## src/rtl/lreq_arbiter.sv

```systemverilog
// lreq_arbiter: shares the PHY link-request serializer among NREQ requesters.
// Latches one-cycle request pulses per requester, picks one round-robin and
// issues a single trigger/type/data triple. It then waits out the serializer
// length for that type plus a fixed gap before issuing the next trigger.
// Optional statistics outputs (grant_cnt, max_wait) are present only when
// LREQ_ARB_STATS_EN is defined.
module lreq_arbiter #(
  parameter int NREQ    = 3,
  parameter int GAP     = 4,
  parameter int LEN_BUS = 8,
  parameter int LEN_RD  = 10,
  parameter int LEN_WR  = 18
) (
  input  logic                 sysclk,
  input  logic                 reset,
  input  logic [NREQ-1:0]      req_trig,
  input  logic [3*NREQ-1:0]    req_type,
  input  logic [12*NREQ-1:0]   req_data,
  output logic                 lreq_trig,
  output logic [2:0]           lreq_type,
  output logic [11:0]          lreq_data,
  output logic [NREQ-1:0]      grant,
  output logic [NREQ-1:0]      pending,
  output logic                 busy,
  output logic                 overrun,
  input  logic                 ovr_clr
`ifdef LREQ_ARB_STATS_EN
  ,
  output logic [15:0]          grant_cnt,
  output logic [7:0]           max_wait
`endif
);

  localparam int PW = (NREQ > 1) ? $clog2(NREQ) : 1;
  localparam logic [PW:0] NREQ_W = (PW+1)'(NREQ);
  localparam logic [4:0]  GAP_M1 = (GAP == 0) ? 5'd0 : 5'(GAP - 1);

  // Out-of-range parameters stop elaboration.
  generate
    if (NREQ < 2 || NREQ > 8 || GAP < 0 || GAP > 31 ||
        LEN_BUS < 1 || LEN_BUS > 31 || LEN_RD < 1 || LEN_RD > 31 ||
        LEN_WR < 1 || LEN_WR > 31) begin : g_param_check
      $error("lreq_arbiter: parameter out of range");
    end
  endgenerate

  typedef enum logic [1:0] {S_IDLE, S_ISSUE, S_SHIFT, S_GAP} state_t;

  state_t          state, state_next;
  logic [4:0]      cnt, cnt_next;
  logic [PW-1:0]   rr_ptr, rr_ptr_next;
  logic [NREQ-1:0] grant_next;
  logic [2:0]      lreq_type_next;
  logic [11:0]     lreq_data_next;

  logic [2:0]      slot_type [NREQ];
  logic [11:0]     slot_data [NREQ];
  logic [2:0]      type_next [NREQ];
  logic [11:0]     data_next [NREQ];
  logic [NREQ-1:0] pend_next;
  logic [NREQ-1:0] ovr_hit;

  logic            can_grant;
  logic            grant_fire;
  logic            sel_valid;
  logic [PW-1:0]   sel_idx;
  logic [PW-1:0]   sel_off;
  logic [PW:0]     sel_sum;
  logic [NREQ-1:0] pend_rot;
  logic [NREQ-1:0] scan;

  // Serializer length minus one for the latched request type.
  function automatic logic [4:0] len_m1(input logic [2:0] t);
    case (t)
      3'd1:    return 5'(LEN_RD - 1);
      3'd2:    return 5'(LEN_WR - 1);
      default: return 5'(LEN_BUS - 1);
    endcase
  endfunction

  // Round-robin pick: rotate pending so rr_ptr sits at bit 0, take the lowest set bit.
  always_comb begin
    pend_rot  = (pending >> rr_ptr) | (pending << (NREQ_W - {1'b0, rr_ptr}));
    scan      = pend_rot;
    sel_valid = 1'b0;
    sel_off   = '0;
    for (int k = 0; k < NREQ; k++) begin
      if (!sel_valid && scan[0]) begin
        sel_valid = 1'b1;
        sel_off   = PW'(k);
      end
      scan = scan >> 1;
    end
    sel_sum = {1'b0, rr_ptr} + {1'b0, sel_off};
    if (sel_sum >= NREQ_W) sel_sum = sel_sum - NREQ_W;
    sel_idx = sel_sum[PW-1:0];
  end

  // Next-state logic; the grant step runs in IDLE and on the last gap cycle,
  // so back-to-back triggers are spaced exactly 1+LEN+GAP cycles.
  always_comb begin
    state_next     = state;
    cnt_next       = cnt;
    grant_next     = grant;
    lreq_type_next = lreq_type;
    lreq_data_next = lreq_data;
    rr_ptr_next    = rr_ptr;
    can_grant      = 1'b0;
    case (state)
      S_IDLE: can_grant = 1'b1;
      S_ISSUE: begin
        cnt_next   = len_m1(lreq_type);
        state_next = S_SHIFT;
      end
      S_SHIFT: begin
        if (cnt == 5'd0) begin
          if (GAP == 0) begin
            can_grant = 1'b1;
          end else begin
            cnt_next   = GAP_M1;
            state_next = S_GAP;
          end
        end else begin
          cnt_next = cnt - 5'd1;
        end
      end
      S_GAP: begin
        if (cnt == 5'd0) can_grant = 1'b1;
        else             cnt_next = cnt - 5'd1;
      end
      default: state_next = S_IDLE;
    endcase
    if (can_grant) begin
      if (sel_valid) begin
        grant_next     = {{(NREQ-1){1'b0}}, 1'b1} << sel_idx;
        lreq_type_next = slot_type[sel_idx];
        lreq_data_next = slot_data[sel_idx];
        rr_ptr_next    = (sel_idx == PW'(NREQ - 1)) ? '0 : sel_idx + 1'b1;
        state_next     = S_ISSUE;
      end else begin
        grant_next = '0;
        state_next = S_IDLE;
      end
    end
  end

  assign grant_fire = can_grant & sel_valid;
  assign lreq_trig  = (state == S_ISSUE);
  assign busy       = (state != S_IDLE);

  // Per-slot latch: a new pulse sets pending and overwrites the slot; set wins over grant clear.
  genvar gi;
  generate
    for (gi = 0; gi < NREQ; gi++) begin : g_slot
      logic take;
      assign take          = grant_fire && (sel_idx == PW'(gi));
      assign pend_next[gi] = req_trig[gi] | (pending[gi] & ~take);
      assign ovr_hit[gi]   = req_trig[gi] & pending[gi] & ~take;
      assign type_next[gi] = req_trig[gi] ? req_type[3*gi +: 3]   : slot_type[gi];
      assign data_next[gi] = req_trig[gi] ? req_data[12*gi +: 12] : slot_data[gi];
    end
  endgenerate

  // Control registers: state, counter, grant, presented request and rr pointer.
  always_ff @(posedge sysclk or negedge reset) begin
    if (!reset) begin
      state     <= S_IDLE;
      cnt       <= '0;
      grant     <= '0;
      lreq_type <= '0;
      lreq_data <= '0;
      rr_ptr    <= '0;
    end else begin
      state     <= state_next;
      cnt       <= cnt_next;
      grant     <= grant_next;
      lreq_type <= lreq_type_next;
      lreq_data <= lreq_data_next;
      rr_ptr    <= rr_ptr_next;
    end
  end

  // Request latches and the sticky overrun flag (a new overrun beats ovr_clr).
  always_ff @(posedge sysclk or negedge reset) begin
    if (!reset) begin
      pending   <= '0;
      slot_type <= '{default: '0};
      slot_data <= '{default: '0};
      overrun   <= 1'b0;
    end else begin
      pending   <= pend_next;
      slot_type <= type_next;
      slot_data <= data_next;
      overrun   <= (overrun & ~ovr_clr) | (|ovr_hit);
    end
  end

`ifdef LREQ_ARB_STATS_EN
  logic [7:0] wait_cnt  [NREQ];
  logic [7:0] wait_next [NREQ];

  // Per-slot wait: counts cycles spent pending, restarts at each grant.
  generate
    for (gi = 0; gi < NREQ; gi++) begin : g_wait
      assign wait_next[gi] = g_slot[gi].take ? 8'd0 :
                             (pending[gi] && wait_cnt[gi] != 8'hFF) ? wait_cnt[gi] + 8'd1 :
                             wait_cnt[gi];
    end
  endgenerate

  // Statistics: saturating trigger count and worst-case wait seen at grant.
  always_ff @(posedge sysclk or negedge reset) begin
    if (!reset) begin
      wait_cnt  <= '{default: '0};
      grant_cnt <= '0;
      max_wait  <= '0;
    end else begin
      wait_cnt <= wait_next;
      if (ovr_clr) begin
        grant_cnt <= '0;
        max_wait  <= '0;
      end else begin
        if (lreq_trig && grant_cnt != 16'hFFFF) grant_cnt <= grant_cnt + 16'd1;
        if (grant_fire && wait_cnt[sel_idx] > max_wait) max_wait <= wait_cnt[sel_idx];
      end
    end
  end
`endif

endmodule

```

## config.mk

```make
export PLATFORM = sky130hd
export DESIGN_NAME = lreq_arbiter
export DESIGN_NICKNAME = d
export VERILOG_FILES = /design/src/rtl/lreq_arbiter.sv
export SDC_FILE = /design/constraint.sdc
export NUM_CORES = 1
export LEC_CHECK = 0
export CAP_MARGIN = 20
export CORE_MARGIN = 8
export CORE_UTILIZATION = 40
export DETAILED_ROUTE_END_ITERATION = 7
export PLACE_DENSITY_LB_ADDON = 0.3
export RECOVER_POWER = 25
export SYNTH_ARGS = -nofsm -noshare
export SYNTH_HDL_FRONTEND = slang
export SYNTH_SLANG_ARGS = --single-unit
```

## constraint.sdc

```tcl
create_clock -name sysclk -period 4.2 [get_ports sysclk]
set_clock_uncertainty 0.15 [all_clocks]
set_input_delay 0.63 -clock sysclk [delete_from_list [all_inputs] [get_ports sysclk]]
set_output_delay 0.63 -clock sysclk [all_outputs]
set_load 0.01 [all_outputs]
```

# After elaboration in Yosys (flattened, before gate mapping)
# Index checks and enable logic that the tools add are counted.
dict set report word_totals {
  ff_bits 76
  out_inout_bits 24
  word_cells 95
}
dict set report classes {
  addsub 5
  order_cmp 2
  n_eq_ne 9
  shift 3
  mux 24
  bitwise 21
  n_reduce_logical 17
}
# op count
set ops {}
lappend ops {{$bmux W12 S2} 1}
lappend ops {{$mux W12} 2}
lappend ops {{$pmux W5 S3} 1}
lappend ops {{$and A1 B1 Y1} 11}
lappend ops {{$mux W2} 5}
lappend ops {{$mux W5} 2}
lappend ops {{$pmux W5 S2} 1}
lappend ops {{$mux W3} 3}
lappend ops {{$bmux W3 S2} 1}
lappend ops {{$eq A2 B2 Y1 const B} 3}
lappend ops {{$mux W1} 6}
lappend ops {{$reduce_and A2 Y1} 3}
lappend ops {{$reduce_bool A3 Y1} 2}
lappend ops {{$logic_and A1 B1 Y1} 5}
lappend ops {{$logic_not A5 Y1} 1}
lappend ops {{$sub A5 B1 Y5 const B} 1}
lappend ops {{$eq A2 B1 Y1 const B} 2}
lappend ops {{$logic_not A2 Y1} 2}
lappend ops {{$not A1 Y1} 4}
lappend ops {{$or A1 B1 Y1} 4}
lappend ops {{$pmux W2 S2} 1}
lappend ops {{$add A2 B2 Y3} 1}
lappend ops {{$eq A3 B1 Y1 const B} 1}
lappend ops {{$eq A3 B2 Y1 const B} 1}
lappend ops {{16 further kinds} 17}

# Longest topological paths before layout
# Gate-level depths: netlist of the first run.
dict set report depth {
  depth_word 19
  ltp_mapped 13
  mapped_depth_nobuf 12
}

# Least setup slack after synthesis of the first run
# OpenSTA, ideal clock, no wires.
dict set report synth_timing {
  path_type {reg-to-reg}
  startpoint {register pending[1]}
  endpoint {register overrun}
  setup_time_ns 0.129
  arrival_time_ns 2.838
  required_time_ns 3.921
  slack_ns 1.084
  path_stages_with_launch 13
  path_buffers 1
  synth_period_minus_slack_ns 3.116
  cell_sequence {dfrtp_1 -> nor2b_1 -> a221o_1 -> ha_1 -> inv_1 -> fa_1 -> inv_1 -> ha_1 -> nand3b_1 -> mux2i_4 -> buf_2 -> a21oi_1 -> a2111o_1}
}
dict set report synth_between {
  elab_chain_cells 18
  elab_cells_between_ends 32
  cone_classes {add/sub (2); order compare (1); eq/ne (2); shift (2); mux (6); bitwise (10); reduce/logical (9)}
}
# item line_no
set synth_rtl {}
lappend synth_rtl {{from (decl)} 23} ;# output logic [NREQ-1:0] pending,
lappend synth_rtl {{from (signal assigned)} 191} ;# pending <= pend_next;
lappend synth_rtl {{$shl A3 B3 Y3 / $shr A3 B2 Y3 (equally long branches)} 83} ;# pend_rot = (pending >> rr_ptr) | (pending << (NREQ_W - {1'b0, rr_ptr}));
lappend synth_rtl {{$or A3 B3 Y3} 83}
lappend synth_rtl {{$mux W1} 88} ;# if (!sel_valid && scan[0]) begin
lappend synth_rtl {{$logic_not A1 Y1} 88}
lappend synth_rtl {{$logic_and A1 B1 Y1} 88}
lappend synth_rtl {{$mux W1} 88}
lappend synth_rtl {{$logic_not A1 Y1} 88}
lappend synth_rtl {{$logic_and A1 B1 Y1} 88}
lappend synth_rtl {{[2 not listed]} n/a}
lappend synth_rtl {{$ge A3 B2 Y1 / $sub A2 B2 Y2 (equally long branches)} 95} ;# if (sel_sum >= NREQ_W) sel_sum = sel_sum - NREQ_W;
lappend synth_rtl {{$mux W2} 95}
lappend synth_rtl {{$eq A2 B1 Y1 (tied with other cells)} 156} ;# assign take = grant_fire && (sel_idx == PW'(gi));
lappend synth_rtl {{$logic_and A1 B1 Y1} 156}
lappend synth_rtl {{$not A1 Y1} 158} ;# assign ovr_hit[gi] = req_trig[gi] & pending[gi] & ~take;
lappend synth_rtl {{$and A1 B1 Y1} 158}
lappend synth_rtl {{$reduce_or A3 Y1 (*)} 194} ;# overrun <= (overrun & ~ovr_clr) | (|ovr_hit);
lappend synth_rtl {{$or A1 B1 Y1 (*)} 194}
lappend synth_rtl {{to (signal assigned)} 194}
lappend synth_rtl {{to (decl)} 25} ;# output logic overrun,
# Every way passes the cells marked *; elsewhere a longest branch is shown, timed or not.
# A chain may end at the register's enable or synchronous reset.

# Worst setup path in the final report of the first run
dict set report layout_timing {
  startpoint {register pending[2]}
  endpoint {register overrun}
}
# The elaborated chain is that of the path after synthesis.

==> results of run 1 <==
[synthesized netlist by cell type (2+ instances only)]
cell type  count  area (um2)
dfrtp_1       76        1902
nor4bb_1       2       20.02
nand3b_1       3       22.52
a222oi_1      16       160.2
inv_1         10       37.54
o21ai_0        9       45.04
clkbuf_1       9       33.78
nor2b_1        2       12.51
nor2_1         7       26.28
buf_2          3       15.01
ha_1           9       112.6
a21oi_1        7       35.03
a21o_1         3       22.52
a22o_1         2       17.52
o211ai_1       2       15.01
mux2_2        45       506.7
nand2_1       26       97.59
nor3_1         5       25.02
nand2b_1       3       18.77
xnor2_1        2       17.52
buf_1          2       7.510
o21ai_1       15       75.07
[cells by family (layout without fill, tap and decap cells)]
family,Yosys count,count (layout)
AOI/OAI and AO/OA,68,68
xor gates and xnor gates,2,2
adders and majority gates,10,10
buffers and inverters,24,103
DFF,76,76
muxes,47,47
and+or+nand+nor,54,54
[worst register-to-register path, delay by kind of cell (launching register included)]
family | cells | cell delay [ns]
adders and majority gates | 3 | 0.96
and+or+nand+nor | 2 | 0.54
buffers and inverters | 2 | 0.11
DFF | 1 | 0.47
AOI/OAI and AO/OA | 4 | 1.20
[placed cells by master (no fill, tap or decap), types with 9 or more instances in the layout]
cell	synthesis	routed
o21ai_0	9	9
clkdlybuf4s50_1	0	73
o21ai_1	15	15
ha_1	9	9
clkbuf_8	0	9
inv_1	10	10
dfrtp_1	76	76
a222oi_1	16	16
mux2_2	45	45
nand2_1	26	26
[through the flow]
stage | util, % | cell area (um2) | setup slack [ns]
after floorplan | - | 3483 | 1.084
after global placement | 50.31 | 4323 | 0.9002
after detailed placement | 50.31 | 4323 | 0.7196
after CTS | 52.43 | 4506 | 0.7097
after global routing | 52.40 | 4503 | 0.5056
final | 52.40 | 4503 | 0.6535
[final timing paths]
kind	from	endpoint	slack (ns)	depth (start not counted)
min reg2reg	lreq_data[0]	lreq_data[0]	0.35	2
min	lreq_data[0]	lreq_data[0]	0.35	2
max reg2reg	pending[2]	overrun	0.65	11
max	pending[2]	overrun	0.65	11
min in group asynchronous	reset	state[1]	0.63	1
max in group asynchronous	reset	slot_data[23]	2.17	1
[cell type report]
| type | count | area, um2 |
|---|---|---|
| Clock inverter | 7 | 58.81 |
| Sequential cell | 76 | 1902 |
| Fill cell | 769 | 4090 |
| Tap cell | 108 | 135.1 |
| Inverter | 10 | 37.54 |
| Timing Repair Buffer | 77 | 758.2 |
| Multi-Input combinational cell | 181 | 1488 |
| Clock buffer | 9 | 123.9 |
[routing by layer]
metal	GRT usage [%]	wire length, um
met5	0	0
met4	5.207	109
met3	4.220	515
met2	22.61	3777
met1	19.57	3850
[state kept, by name, indices dropped and copies added (netlist names)]
| signal | cells |
|---|---|
| pending | 3 |
| rr_ptr | 2 |
| slot_data | 36 |
| overrun | 1 |
| lreq_data | 12 |
| grant | 3 |
| slot_type | 9 |
| cnt | 5 |
| state | 2 |
| lreq_type | 3 |
[power groups by stage]
stage	Sequential [mW]	Clock, mW	Combinational (mW)
global placement	1.03	0	1.19
global route	1.05	0.568	1.34
CTS	1.02	0.537	1.24
finish	1.03	0.523	1.22
detailed placement	1.04	0	1.23
floorplan	1.04	0	0.772
==> flow_summary.json, run 1 <==
{
  "outcome": "complete, but fails checks",
  "failed_checks": "capacitance limit, slew limit",
  "cts_resized": 0,
  "yosysSeqAreaShare_pct": 54.60,
  "insertion_delay_ns": 0.35,
  "cellPowerDensity_nw_per_um2": 615.6,
  "switchingPower_mw": 1.065,
  "async_flop_share_pct": 100.0,
  "core_um2": 8593,
  "setup_tns_ns": 0,
  "die_h_um": 109.3,
  "synth_top_family_by_area": "multiplexers",
  "dieArea_um2": 11950,
  "cp_num_buf_inv": 2,
  "p_leak_nw": 1.878,
  "drc_errors": 0,
  "clkTransAtPathRegs_ns": 0.09,
  "cts_setup_buffers": 0,
  "fmax_mhz": 282.0,
  "hold_buffers": 0,
  "critical_path_class": "reg -> reg",
  "drtIter0Drc": 148,
  "synth-simple-area-share_pct": 8.297,
  "rows": 34,
  "num_io_pins": 75,
  "dpl.cell_count": 452,
  "finalCritPeriodShare_pct": 84.44,
  "antenna_found_initial": 0,
  "maxCapViolCount": 1,
  "ys.flop_type": "dfrtp_1",
  "gr-total-overflow": 0,
  "crit_family": "compound AO/OA/AOI/OAI gates",
  "synth-compound-area-share_pct": 14.62,
  "crit_slowest_cell": "fa_1",
  "synthMuxAreaShare_pct": 15.48,
  "tightest_slew_ns": 1.855,
  "synth_seq_cells": 76,
  "syn_inst": 281,
  "grt_pass1_wl_um": 13900,
  "drive_gt1_share_pct": 20.83,
  "synth-edff-count": 0,
  "irDropWorstVdd_uv": 257.5,
  "grt_pass1_vias": 2726,
  "grt_max_degree": 77,
  "gp_congestion": 0.7734,
  "cts_buffers": 9,
  "cp.required_ns": 4.28,
  "max_stage_delay_ns": 0.52,
  "fp.dieW_um": 109.3,
  "synth_nets": 342,
  "post_drt_wl_per_cell_um": 17.63,
  "syn_area_um2": 3483,
  "cts-htree-levels": 3,
  "synth.avg_cell_area_um2": 12.40,
  "slew_viol_final": 77,
  "cp-start-kind": "register",
  "slew_headroom_pct": -23.70,
  "syn2layout_area_growth_pct": 29.27,
  "cts_tree": "done",
  "clock_sinks": 76,
  "crit_path_end_kind": "register",
  "fin_crit_ns": 3.546,
  "power_frac_comb_pct": 44.1,
  "hpwlAfterDp_um": 5774,
  "pwr-share-seq_pct": 37.0,
  "num_vias": 2521,
  "finalNonFillerCells": 468,
  "hold_violations": 0,
  "ant_nets": 0,
  "wl_um": 8253,
  "netSwitchingFraction_pct": 38.43,
  "grt.total_usage_pct": 14.76,
  "synth_adder_area_share_pct": 3.807,
  "rsz0062_at_grt": "false",
  "min_path_type": "reg -> reg",
  "cp_max_fo": 17,
  "first_pass_iters": 5,
  "via_per_inst": 5.387,
  "final_nets": 416,
  "p_clk_share_pct": 18.9,
  "synthXorXnorAreaFrac_pct": 0.5029,
  "finalSetupViolations": 0,
  "total_power_mw": 2.772,
  "path_cells": "nor4bb_1, a221o_1, ha_1, inv_1, fa_1, inv_1, ha_1, nand2b_1, o211a_2, a21boi_2, a2111o_1",
  "port_buffers": 74,
  "initial_utilization_pct": 40.54,
  "intPower_mw": 1.707,
  "ys_types": 45,
  "diodes": 0,
  "cp.arrival_ns": 3.63,
  "hold_slack_ns": 0.3500,
  "clock_path_buffers": 2,
  "cts_root_buf": "clkbuf_8",
  "yosys_warnings": 0
}
Note: power is estimated with default switching activity, not from simulation.
==> run 2, diff against run 1 <==
Clock period 4.2 ns to 3.2 ns, I/O delays scaled along.
==> run 2 against run 1 <==
The run ends with capacitance limit, slew limit, setup timing left. Clock-buffer cell count unchanged. Sequential share of layout area is 2.5 points lower. Via count grew 4.6%. Die area unchanged. First-iteration DRC count up 11%. Total power up 48%. Maximum frequency is 9.3% higher. Clock power rose by 35%. Cell count increased by 3.8%. Worst hold slack got worse by 0.0032 ns. Critical endpoint is now lreq_data[11]. Sequential power increased by 32%.
==> flow_summary.json, run 2 (same netlist as run 1, synthesis figures left out) <==
{
  "insertion_delay_ns": 0.34,
  "gp_congestion": 0.7574,
  "grt.total_usage_pct": 15.04,
  "diodes": 0,
  "drive_gt1_share_pct": 28.84,
  "clkTransAtPathRegs_ns": 0.07,
  "via_per_inst": 5.428,
  "crit_path_end_kind": "register",
  "grt_max_degree": 77,
  "maxCapViolCount": 1,
  "syn2layout_area_growth_pct": 37.68,
  "clock_path_buffers": 2,
  "cp-start-kind": "register",
  "final_nets": 435,
  "antenna_found_initial": 0,
  "finalSetupViolations": 14,
  "slew_viol_final": 77,
  "num_vias": 2638,
  "hold_violations": 0,
  "largest_register": "slot_data",
  "p_leak_nw": 2.025,
  "core_um2": 8593,
  "clock_sinks": 76,
  "fin_crit_ns": 3.245,
  "post_drt_wl_per_cell_um": 17.94,
  "mostFrequentLayoutCells": "73 x clkdlybuf4s50_1, 72 x dfrtp_1, 45 x mux2_2, 24 x nand2_1",
  "outcome": "complete, but fails checks",
  "min_from": "lreq_data[0]",
  "finalCritPeriodShare_pct": 101.4,
  "r2r_start": "rr_ptr[0]",
  "cts_root_buf": "clkbuf_8",
  "hold_buffers": 0,
  "fp.dieW_um": 109.3,
  "drc_errors": 0,
  "cellPowerDensity_nw_per_um2": 858.2,
  "reg2reg_depth": 13,
  "min_path_cells": 2,
  "cp_max_fo": 6,
  "tightest_slew_ns": 1.851,
  "slew_headroom_pct": -23.39,
  "dp_slack_ns": -0.09639,
  "initial_utilization_pct": 40.54,
  "rows": 34,
  "wl_um": 8721,
  "reg2reg_slack_ns": -0.04,
  "largest_reg_flops": 36,
  "cp.required_ns": 3.26,
  "cts-htree-levels": 3,
  "fmax_mhz": 308.2,
  "final_common_cell": "clkdlybuf4s50_1",
  "failed_checks": "capacitance limit, slew limit, setup timing",
  "min_path_type": "reg -> reg",
  "cp.arrival_ns": 3.31,
  "die_h_um": 109.3,
  "first_pass_iters": 8,
  "cts_tree": "done",
  "ant_nets": 0,
  "num_io_pins": 75,
  "setup_tns_ns": -0.2111,
  "drtIter0Drc": 164,
  "fin_ws_ns": -0.04474,
  "port_buffers": 74,
  "whs_endpoint": "lreq_data[0]",
  "rsz0062_at_grt": "true",
  "grt_pass1_vias": 2828,
  "grt_pass1_wl_um": 14100,
  "gr-total-overflow": 0,
  "dieArea_um2": 11950,
  "cts_buffers": 9,
  "rr_endpoint": "lreq_data[11]",
  "critical_path_class": "reg -> reg",
  "reg_top3": "slot_data (36), lreq_data (12), slot_type (9)",
  "hpwlAfterDp_um": 5931,
  "irDropWorstVdd_uv": 413.6
}
==> run 2: cell type report <==
type	count	area [um2]
Tap cell	108	135.1
Multi-Input combinational cell	181	1583
Timing Repair Buffer	96	945.9
Fill cell	726	3797
Clock inverter	6	63.81
Inverter	10	37.54
Sequential cell	76	1907
Clock buffer	9	123.9
==> run 2: what timing repair did <==
item / in CTS / in global routing
buffers inserted: 2 / 8
gates resized for setup: 10 / 20
endpoints found under the setup margin: 17 / 22
pin swaps: 15 / 15
gates cloned: 1 / 1
==> run 2: critical path, cell delays in order (launching register included) <==
cell and delay [ns]:
dfrtp_2 0.45, buf_12 0.15, xnor2_4 0.17, a221o_1 0.17, ha_2 0.17, inv_2 0.04, fa_1 0.50, inv_1 0.05
ha_2 0.17, nand3b_1 0.25, mux2i_4 0.26, buf_6 0.15, a222oi_1 0.34, o21ai_1 0.10
==> run 2: where the power goes <==
group | total (mW) | internal [mW] | switching, mW
combinational | 2.05 | 1.08 | 0.968
sequential | 1.36 | 1.17 | 0.187
clock | 0.705 | 0.356 | 0.349
total | 4.12 | 2.61 | 1.50
==> run 2: metrics by stage <==
step	total power [mW]	hold slack, ns	utilization [%]	cells	area [um2]
final	4.116	0.3468	55.81	486	4796
after global routing	4.386	0.3696	55.81	486	4796
after CTS	3.833	0.1610	53.73	477	4617
after detailed placement	3.045	0.3403	50.92	459	4375
after global placement	3.004	0.3294	50.92	459	4375
after floorplan	2.378	0.03441	-	281	3483
==> run 2: worst max path at each step <==
stage               depth (start not counted)             to  slack (ns)        from
floorplan                                  12        overrun        0.08  pending[1]
global placement                           12   lreq_data[7]        0.07   rr_ptr[0]
detailed placement                         12   lreq_data[4]        -0.1  pending[0]
CTS                                        12  lreq_data[11]       -0.04   rr_ptr[1]
global route                               12   lreq_data[8]       -0.22  pending[1]
finish                                     13  lreq_data[11]       -0.04   rr_ptr[0]
==> run 2: layer usage <==
metal  GRT usage [%]  routed length, um
met1           19.43               3918
met5               0                  0
met2           23.86               4204
met4           4.822                 70
met3           4.279                527
==> run 3, diff against run 2 <==
Settings changed: CORE_UTILIZATION 40 to 46, SETUP_SLACK_MARGIN set to 0.3.
==> run 3 against run 2 <==
The run still ends with capacitance limit, slew limit, setup timing left. Wire length fell by 1.4%. Global-route usage grew 2.2 points. Final area down 1.3%. Critical path depth fell by 1. Critical path type unchanged. Non-clock buffer count is 5 lower. First-iteration DRC count is the same. Sequential share of layout area increased by 0.55 points. Combinational power is 5% lower. Clock-buffer cell count is 2 higher. Total power decreased by 1.6%. Critical endpoint is now lreq_data[1]. Sequential power about the same. Largest power group unchanged.
==> flow_summary.json, run 3 (same netlist as run 1, synthesis figures left out) <==
{
  "num_vias": 2646,
  "gp_congestion": 0.8504,
  "cp-start-kind": "register",
  "cpMostUsedCell": "inv_2",
  "largest_reg_flops": 36,
  "mostFrequentLayoutCells": "73 x clkdlybuf4s50_1, 71 x dfrtp_1, 45 x mux2_2, 23 x nand2_1",
  "crit_path_end_kind": "register",
  "min_path_type": "reg -> reg",
  "hold_buffers": 0,
  "switchingPower_mw": 1.482,
  "power_frac_comb_pct": 48.0,
  "total_power_mw": 4.052,
  "grt.total_usage_pct": 17.21,
  "grt_pass1_vias": 2801,
  "reg_top3": "slot_data (36), lreq_data (12), slot_type (9)",
  "finalCritPeriodShare_pct": 102.7,
  "rows": 31,
  "cts_tree": "done",
  "finalNonFillerCells": 473,
  "met3WireLength_um": 467,
  "final_nets": 430,
  "clock_sinks": 76,
  "failed_checks": "capacitance limit, slew limit, setup timing",
  "clkTransAtPathRegs_ns": 0.08,
  "maxCapViolCount": 1,
  "fin_crit_ns": 3.286,
  "dieArea_um2": 10610,
  "grt_pass1_wl_um": 13840,
  "diodes": 0,
  "path_cells": "nor4bb_4, a221o_1, ha_2, inv_2, fa_1, inv_2, ha_4, nand3b_1, mux2i_4, buf_6, a222oi_1, o21ai_1",
  "clock_path_buffers": 2,
  "drt-met1-wl_um": 3551,
  "drive_gt1_share_pct": 28.34,
  "crit_slowest_cell": "fa_1",
  "via_per_inst": 5.594,
  "tightest_slew_ns": 1.865,
  "highest_layer": "met4",
  "max_stage_delay_ns": 0.53,
  "post_drt_wl_per_cell_um": 18.19,
  "num_io_pins": 75,
  "fmax_mhz": 304.4,
  "port_buffers": 74,
  "dpl.cell_count": 449,
  "grt_max_degree": 77,
  "initial_utilization_pct": 47.77,
  "largest_register": "slot_data",
  "cts_buffers": 9,
  "outcome": "complete, but fails checks",
  "ant_nets": 0,
  "hpwlAfterDp_um": 5957,
  "irDropWorstVdd_uv": 450.4,
  "drtIter0Drc": 164,
  "cts-htree-levels": 3,
  "cp.arrival_ns": 3.37,
  "critical_path_class": "reg -> reg",
  "crit_family": "adder cells",
  "core_um2": 7292,
  "hold_slack_ns": 0.3579,
  "drc_errors": 0,
  "fp.dieW_um": 103.0,
  "p_leak_nw": 1.993,
  "cp.required_ns": 3.28,
  "antenna_found_initial": 0,
  "cellPowerDensity_nw_per_um2": 856.0,
  "pwr-share-seq_pct": 33.6,
  "wl_met2_um": 4420,
  "rsz0062_at_grt": "true",
  "fin_ws_ns": -0.08566,
  "finalSetupViolations": 16,
  "insertion_delay_ns": 0.35,
  "final_common_cell": "clkdlybuf4s50_1",
  "cts_root_buf": "clkbuf_8",
  "p_clk_share_pct": 18.4,
  "cp_num_buf_inv": 3,
  "gr-total-overflow": 0,
  "die_h_um": 103.0,
  "netSwitchingFraction_pct": 36.57,
  "slew_viol_final": 77,
  "slew_headroom_pct": -24.34,
  "hold_violations": 0,
  "first_pass_iters": 4,
  "intPower_mw": 2.570,
  "setup_tns_ns": -0.7447,
  "wl_um": 8602,
  "cp_max_fo": 8,
  "syn2layout_area_growth_pct": 35.88
}
[run 3: worst paths after layout]
kind                           endpoint  cells after the start          from  slack [ns]
setup reg to reg           lreq_data[1]                     12     rr_ptr[1]       -0.09
setup / recovery           lreq_data[1]                     12     rr_ptr[1]       -0.09
min in group asynchronous      grant[0]                      1         reset        0.48
hold / removal             lreq_data[3]                      2  lreq_data[3]        0.36
max in group asynchronous    pending[1]                      1         reset        1.19
hold reg to reg            lreq_data[3]                      2  lreq_data[3]        0.36
[run 3: power by group through the flow]
stage	Clock (mW)	Combinational (mW)	Sequential, mW
after CTS	0.757	1.87	1.35
after global placement	0	1.69	1.36
after detailed placement	0	1.74	1.37
after global routing	0.800	2.11	1.39
after floorplan	0	1.14	1.37
final	0.746	1.94	1.36
[run 3: worst min-delay path: cells and delay by family (launching register included)]
kind	cells	cell delay [ns]
compound gates	1	0.06
flops	1	0.36
simple gates	1	0.05
[run 3: area by class of cell]
| type | instances | area (um2) |
|---|---|---|
| Clock inverter | 5 | 61.31 |
| Multi-Input combinational cell | 181 | 1574 |
| Timing Repair Buffer | 91 | 887.1 |
| Clock buffer | 11 | 141.4 |
| Inverter | 10 | 37.54 |
| Sequential cell | 76 | 1908 |
| Fill cell | 572 | 2559 |
| Tap cell | 99 | 123.9 |
[run 3: metal layers]
metal | track usage, % | up-vias
li1 | - | 1222
met1 | 20.14 | 1317
met2 | 29.23 | 92
met3 | 4.456 | 15
met4 | 7.230 | 0
met5 | 0 | -
[run 3: timing repair]
item | CTS | global route
pin swaps | 8 | 16
resized for setup | 5 | 12
buffers inserted | 5 | 3
setup endpoints to repair | 21 | 23
[run 3: through the flow]
step / setup slack (ns) / utilization [%] / instance area, um2
after floorplan: 0.1618 / - / 3550
after global placement: 0.08279 / 60.40 / 4404
after detailed placement: -0.1024 / 60.40 / 4404
after CTS: -0.07722 / 64.16 / 4678
after global routing: -0.1999 / 64.91 / 4733
final: -0.08566 / 64.91 / 4733
